==> config.mk <==
export PLATFORM = sky130hd
export DESIGN_NAME = nibble_capture_fifo
export DESIGN_NICKNAME = d
export VERILOG_FILES = /design/src/rtl/fsm_capture_pkg.sv /design/src/rtl/capture_fifo.sv /design/src/rtl/nibble_capture_fifo.sv
export SDC_FILE = /design/constraint.sdc
export NUM_CORES = 1
export LEC_CHECK = 0
export ABC_AREA = 1
export CAP_MARGIN = 15
export CORE_ASPECT_RATIO = 0.5
export CORE_MARGIN = 5
export CORE_UTILIZATION = 38
export DETAILED_ROUTE_END_ITERATION = 10
export PLACE_DENSITY = 0.53
export SLEW_MARGIN = 10
export SYNTH_ARGS = -nofsm -noshare
export SYNTH_HDL_FRONTEND = slang
export SYNTH_HIERARCHICAL = 1
export SYNTH_SLANG_ARGS = --single-unit
==> constraint.sdc <==
create_clock -name clock -period 2.4 [get_ports clock]
set_clock_uncertainty 0.05 [all_clocks]
set_input_delay 0.48 -clock clock [delete_from_list [all_inputs] [get_ports clock]]
set_output_delay 0.48 -clock clock [all_outputs]
set_load 0.005 [all_outputs]
==> src/rtl/fsm_capture_pkg.sv <==
// Shared definitions for the fsm output capture path.
//   CAP_WIDTH  : default sample width, equal to the fsm `y` width.
//   pk_state_t : packer state (low-nibble wait / high-nibble wait).
//   level_w()  : width of a 0..depth occupancy count.
package fsm_capture_pkg;

  localparam int CAP_WIDTH = 4;

  typedef enum logic {
    PK_LO = 1'b0,
    PK_HI = 1'b1
  } pk_state_t;

  // Occupancy runs 0..depth inclusive, so one bit more than the pointer.
  function automatic int level_w(input int depth);
    return $clog2(depth) + 1;
  endfunction

endpackage

==> src/rtl/capture_fifo.sv <==
// Generic synchronous first-word-fall-through FIFO.
//   clock, reset : rising-edge clock, synchronous active-high reset
//   flush        : synchronous clear of pointers and level (push/pop ignored)
//   push         : write request for push_data
//   accept       : push is taken this cycle (room, or a pop frees a slot)
//   pop          : consumer ready; a pop happens only while valid
//   pop_data     : head entry, combinational from mem[rd_ptr]
//   valid        : FIFO non-empty
//   level        : number of stored entries
// Handshake: a word moves out on a rising edge where valid && pop are both
// high; pop_data is held stable until that edge.
module capture_fifo
  import fsm_capture_pkg::*;
#(
  parameter  int DATA_W = 8,
  parameter  int DEPTH  = 8,
  localparam int PW     = $clog2(DEPTH),
  localparam int LW     = level_w(DEPTH)
) (
  input  logic              clock,
  input  logic              reset,
  input  logic              flush,
  input  logic              push,
  input  logic [DATA_W-1:0] push_data,
  output logic              accept,
  input  logic              pop,
  output logic [DATA_W-1:0] pop_data,
  output logic              valid,
  output logic [LW-1:0]     level
);

  logic [DATA_W-1:0] mem [DEPTH];
  logic [PW-1:0]     rd_ptr;
  logic [PW-1:0]     wr_ptr;
  logic              full;
  logic              do_pop;
  logic              do_push;

  // Full/empty come from the level count; pointers alone are ambiguous.
  assign valid    = (level != '0);
  assign full     = (level == LW'(DEPTH));
  assign do_pop   = pop & valid;
  // A same-cycle pop frees the head slot, so a push is accepted even when full.
  assign do_push  = push & (~full | do_pop);
  assign accept   = do_push;
  assign pop_data = mem[rd_ptr];

  always_ff @(posedge clock) begin
    if (reset || flush) begin
      rd_ptr <= '0;
      wr_ptr <= '0;
      level  <= '0;
    end else begin
      if (do_push) wr_ptr <= wr_ptr + PW'(1);
      if (do_pop)  rd_ptr <= rd_ptr + PW'(1);
      case ({do_push, do_pop})
        2'b10:   level <= level + LW'(1);
        2'b01:   level <= level - LW'(1);
        default: level <= level;
      endcase
    end
  end

  // Storage carries no reset; entries are only observable once written.
  always_ff @(posedge clock) begin
    if (!reset && !flush && do_push) mem[wr_ptr] <= push_data;
  end

endmodule

==> src/rtl/nibble_capture_fifo.sv <==
// Packs pairs of fsm output samples into 2*WIDTH-bit words and buffers them
// in a FWFT FIFO drained over a valid/ready port.
//   clock, reset : rising-edge clock, synchronous active-high reset
//   in_valid     : sample strobe (never stalled)
//   in_data      : sample value
//   flush        : clears packer and FIFO, keeps overflow
//   out_valid    : FIFO non-empty
//   out_ready    : consumer accepts out_data when out_valid is high
//   out_data     : head word {second sample, first sample}
//   level        : words held in the FIFO
//   overflow     : sticky, set when a completed word is dropped
//   pk_state     : packer state, for observation
// Handshake: a word transfers on a rising edge where out_valid && out_ready.
module nibble_capture_fifo
  import fsm_capture_pkg::*;
#(
  parameter  int WIDTH = CAP_WIDTH,
  parameter  int DEPTH = 8,
  localparam int LW    = level_w(DEPTH)
) (
  input  logic               clock,
  input  logic               reset,
  input  logic               in_valid,
  input  logic [WIDTH-1:0]   in_data,
  input  logic               flush,
  output logic               out_valid,
  input  logic               out_ready,
  output logic [2*WIDTH-1:0] out_data,
  output logic [LW-1:0]      level,
  output logic               overflow,
  output pk_state_t          pk_state
);

  pk_state_t        state;
  logic [WIDTH-1:0] hold;
  logic             word_push;
  logic             accept;

  assign pk_state  = state;
  // The second sample of a pair completes a word in the same cycle.
  assign word_push = (state == PK_HI) & in_valid & ~flush;

  always_ff @(posedge clock) begin
    if (reset) begin
      state <= PK_LO;
      hold  <= '0;
    end else if (flush) begin
      state <= PK_LO;
    end else if (in_valid) begin
      if (state == PK_LO) begin
        hold  <= in_data;
        state <= PK_HI;
      end else begin
        // Return to PK_LO whether or not the word found room.
        state <= PK_LO;
      end
    end
  end

  always_ff @(posedge clock) begin
    if (reset) begin
      overflow <= 1'b0;
    end else if (word_push && !accept) begin
      overflow <= 1'b1;
    end
  end

  capture_fifo #(
    .DATA_W (2 * WIDTH),
    .DEPTH  (DEPTH)
  ) u_fifo (
    .clock     (clock),
    .reset     (reset),
    .flush     (flush),
    .push      (word_push),
    .push_data ({in_data, hold}),
    .accept    (accept),
    .pop       (out_ready),
    .pop_data  (out_data),
    .valid     (out_valid),
    .level     (level)
  );

endmodule

==> flow_metrics.env <==
export IMPL_ff2ff_setup_slack_ps=530
export IMPL_design_core_area_um2=8800
export IMPL_congestion_overflow_gr=0
export IMPL_die_width_um=145
export IMPL_setup_violations=1
export IMPL_maxSlewViolCount=0
export IMPL_fillers=805
export IMPL_cts_sink_count=83
export IMPL_setup_slack_ps=-3.81
export IMPL_global_route_usage_over_all_layers_pct=14.7
export IMPL_die_height_um=77.5
export IMPL_pwr_density_cell_nw_per_um2=686
export IMPL_core_rowCount=24
export IMPL_hpwlAfterDp_um=4900
export IMPL_worst_ep_required_time_ps=1870
export IMPL_cts_hold_buf=0
export IMPL_synth_area_per_cell_um2=10.9
export IMPL_ys_ff_latch=83
export IMPL_worst_setup_path_end_kind="output pin"
export IMPL_grt_pass1_vias=2373
export IMPL_routed_wl_um=7780
export IMPL_netlist_area_um2=3460
export IMPL_grt_first_pass_wirelength_um=12700
export IMPL_viasPerCell=4.88
export IMPL_hold_violations=0
export IMPL_tritoncts="done"
export IMPL_finish_instance_area_um2=4440
export IMPL_syn_to_final_growth_pct=28.1
export IMPL_mappedNetlistNets=331
export IMPL_clock_fmax_mhz=416
export IMPL_max_slew_worst_pin_slew_ps=385
export IMPL_netlist_instances=317
export IMPL_remaining_drc_errors=0
export IMPL_largest_net_degree_at_the_start_of_global_routing=33
export IMPL_via_count=2407
export IMPL_static_leakage_power_uw=0.00166
export IMPL_worstReg2RegEnd="u_fifo/level[3]"
export IMPL_htree_num_levels=3
export IMPL_setup_slack_placement_ps=-20.4
export IMPL_die_area_um2=11200
export IMPL_r2r_worst_path_cells=13
export IMPL_crit_reg2reg_launch="u_fifo/level[3]"
export IMPL_finalPower_uw=3040
export IMPL_crit_path_max_fanout=14
export IMPL_pin_count=24
export IMPL_globalplace_congestion=0.796
export IMPL_ys_warn_count=6
export IMPL_slew_headroom_pct=74.3
export IMPL_finish_net_count=385
export IMPL_utilization_pct=50.5
export IMPL_failed_checks="negative setup slack"
export IMPL_cp_endpoint="out_data[7]"
export IMPL_drt_pre_antenna_iters=4
export IMPL_worst_hold_path_type="reg2reg"
export IMPL_cts_root_buf="sky130_fd_sc_hd__clkbuf_16"
export IMPL_finalSetupTns_ps=-3.81
export IMPL_seq_area_frac_synth_pct=66.4
export IMPL_drt_initial_drc_count=193
export IMPL_clk_pin_slew_worst_paths_ps=60
export IMPL_grt_setup_unrepaired="yes"
export IMPL_layout_cells_most_common="sky130_fd_sc_hd__nor2_1"
export IMPL_drt_antenna_violating_nets=0
export IMPL_initial_core_util_pct=39.4
export IMPL_detailed_place_area_um2=3980
export IMPL_number_of_maximum_capacitance_constraint_violations=0
export IMPL_final_period_minus_worst_setup_slack_ps=2400
export IMPL_diodes=0
export IMPL_port_buffers=23
export IMPL_wl_per_cell_um=15.8
export IMPL_worstPathArrival_ps=1870
export IMPL_status="finished, violations left"
export IMPL_finalCritPeriodShare_pct=100
export IMPL_max_vdd_ir_drop_mv=0.369
export IMPL_path_class="reg2out"
export IMPL_max_clock_path_buffers=2
export IMPL_cp_start_kind="flip-flop"
export IMPL_clock_latency_ps=340
export IMPL_numCtsBuffers=9
export IMPL_ratio_of_cells_with_drive_above_1_in_the_final_layout_pct=19.1
export IMPL_final_cell_mix="sky130_fd_sc_hd__nor2_1 (69), sky130_fd_sc_hd__edfxtp_1 (64), sky130_fd_sc_hd__nand2_1 (47)"
export IMPL_post_synth_num_cell_types=27
export IMPL_antenna_found_initial=0
[critical path, stage by stage (launching register included)]
cell	delay, ps
sky130_fd_sc_hd__dfxtp_4	410
sky130_fd_sc_hd__buf_8	160
sky130_fd_sc_hd__nor2_1	60
sky130_fd_sc_hd__o32ai_1	250
sky130_fd_sc_hd__nand2_1	90
sky130_fd_sc_hd__nand2_1	70
sky130_fd_sc_hd__clkdlybuf4s50_1	490
[synth_stat cells]
cell | count | area [µm²]
sky130_fd_sc_hd__nor2_1 | 71 | 267
sky130_fd_sc_hd__edfxtp_1 | 64 | 1920
sky130_fd_sc_hd__nand2_1 | 47 | 176
sky130_fd_sc_hd__inv_1 | 22 | 82.6
sky130_fd_sc_hd__dfxtp_1 | 19 | 380
sky130_fd_sc_hd__o21ai_0 | 19 | 95.1
sky130_fd_sc_hd__o32ai_1 | 16 | 140
sky130_fd_sc_hd__a21oi_1 | 7 | 35.0
sky130_fd_sc_hd__clkbuf_1 | 7 | 26.3
sky130_fd_sc_hd__nand3_1 | 7 | 35.0
sky130_fd_sc_hd__buf_2 | 4 | 20.0
sky130_fd_sc_hd__ha_1 | 4 | 50.1
sky130_fd_sc_hd__nor3_1 | 4 | 20.0
sky130_fd_sc_hd__nand2_2 | 3 | 18.8
sky130_fd_sc_hd__nand3_2 | 3 | 30.0
sky130_fd_sc_hd__o21ai_1 | 3 | 15.0
sky130_fd_sc_hd__a21oi_2 | 2 | 17.5
sky130_fd_sc_hd__inv_2 | 2 | 7.51
sky130_fd_sc_hd__nand2_4 | 2 | 22.5
sky130_fd_sc_hd__nand4_1 | 2 | 12.5
sky130_fd_sc_hd__nor2_2 | 2 | 12.5
sky130_fd_sc_hd__nor2_4 | 2 | 22.5
sky130_fd_sc_hd__clkinv_1 | 1 | 3.75
sky130_fd_sc_hd__fa_1 | 1 | 20.0
sky130_fd_sc_hd__nand3_4 | 1 | 17.5
sky130_fd_sc_hd__or2_2 | 1 | 6.26
sky130_fd_sc_hd__xor2_1 | 1 | 8.76
[cells by family after synthesis]
| family | count (synthesis) | synth area share [%] |
|---|---|---|
| AO/OA/AOI/OAI | 47 | 8.74 |
| XOR/XNOR | 1 | 0.253 |
| adder cells (fa/ha/maj) | 5 | 2.02 |
| buffers and inverters | 36 | 4.04 |
| flip-flops | 83 | 66.4 |
| AND/OR/NAND/NOR | 145 | 18.5 |
[worst min path at each step]
stage	start	to	slack (ps)	cells after the start
floorplan	u_fifo/rd_ptr[2]	flip-flop	380	2
global placement	u_fifo/rd_ptr[2]	u_fifo/rd_ptr[2]	400	2
detailed placement	overflow	overflow	410	2
CTS	overflow	overflow	420	2
global route	overflow	overflow	430	2
finish	overflow	overflow	410	2
[state kept, by name, indices dropped and copies added, names as in the netlist, named ones only]
signal,flops
pk_state,1
u_fifo/level,4
u_fifo/mem,64
u_fifo/rd_ptr,3
hold,4
overflow,1
u_fifo/wr_ptr,3
[timing repair]
item / 4_1_cts / 5_1_grt
pin swaps: 1 / 3
gates resized for setup: 8 / 16
buffers inserted: 1 / 9
setup endpoints to repair: 8 / 6
gates cloned: 1 / 0
[cell type report]
type / count / area (µm²) / area share (%)
inverters: 25 / 96.3 / 2.17
repair buffers: 54 / 526 / 11.8
clock buffers: 10 / 229 / 5.16
well taps: 117 / 146 / 3.30
multi-input cells: 198 / 1070 / 24.2
flip-flops and latches: 83 / 2310 / 51.9
clock inverters: 6 / 63.8 / 1.44
[report_power, final]
group | switching, µW | internal (µW) | total (µW)
registers | 15.1 | 1560 | 1570
logic | 63.7 | 54.3 | 118
clock network | 550 | 805 | 1360
[layer usage]
layer	routed length (µm)	vias up	global-route usage, %	share of wire, %
met3	297	9	4.60	3.8
met2	3650	38	23.0	47
met4	115	0	5.55	1.5
met5	0	-	0	0
li1	-	1204	-	-
met1	3720	1156	19.4	48
[per-stage QoR]
step | instances | hold slack, ps
after detailed placement | 466 | 407
after CTS | 484 | 415
after global placement | 466 | 400
after global routing | 493 | 430
after floorplan | 317 | 383
final | 493 | 408
Note: power is estimated with default switching activity, not from simulation.
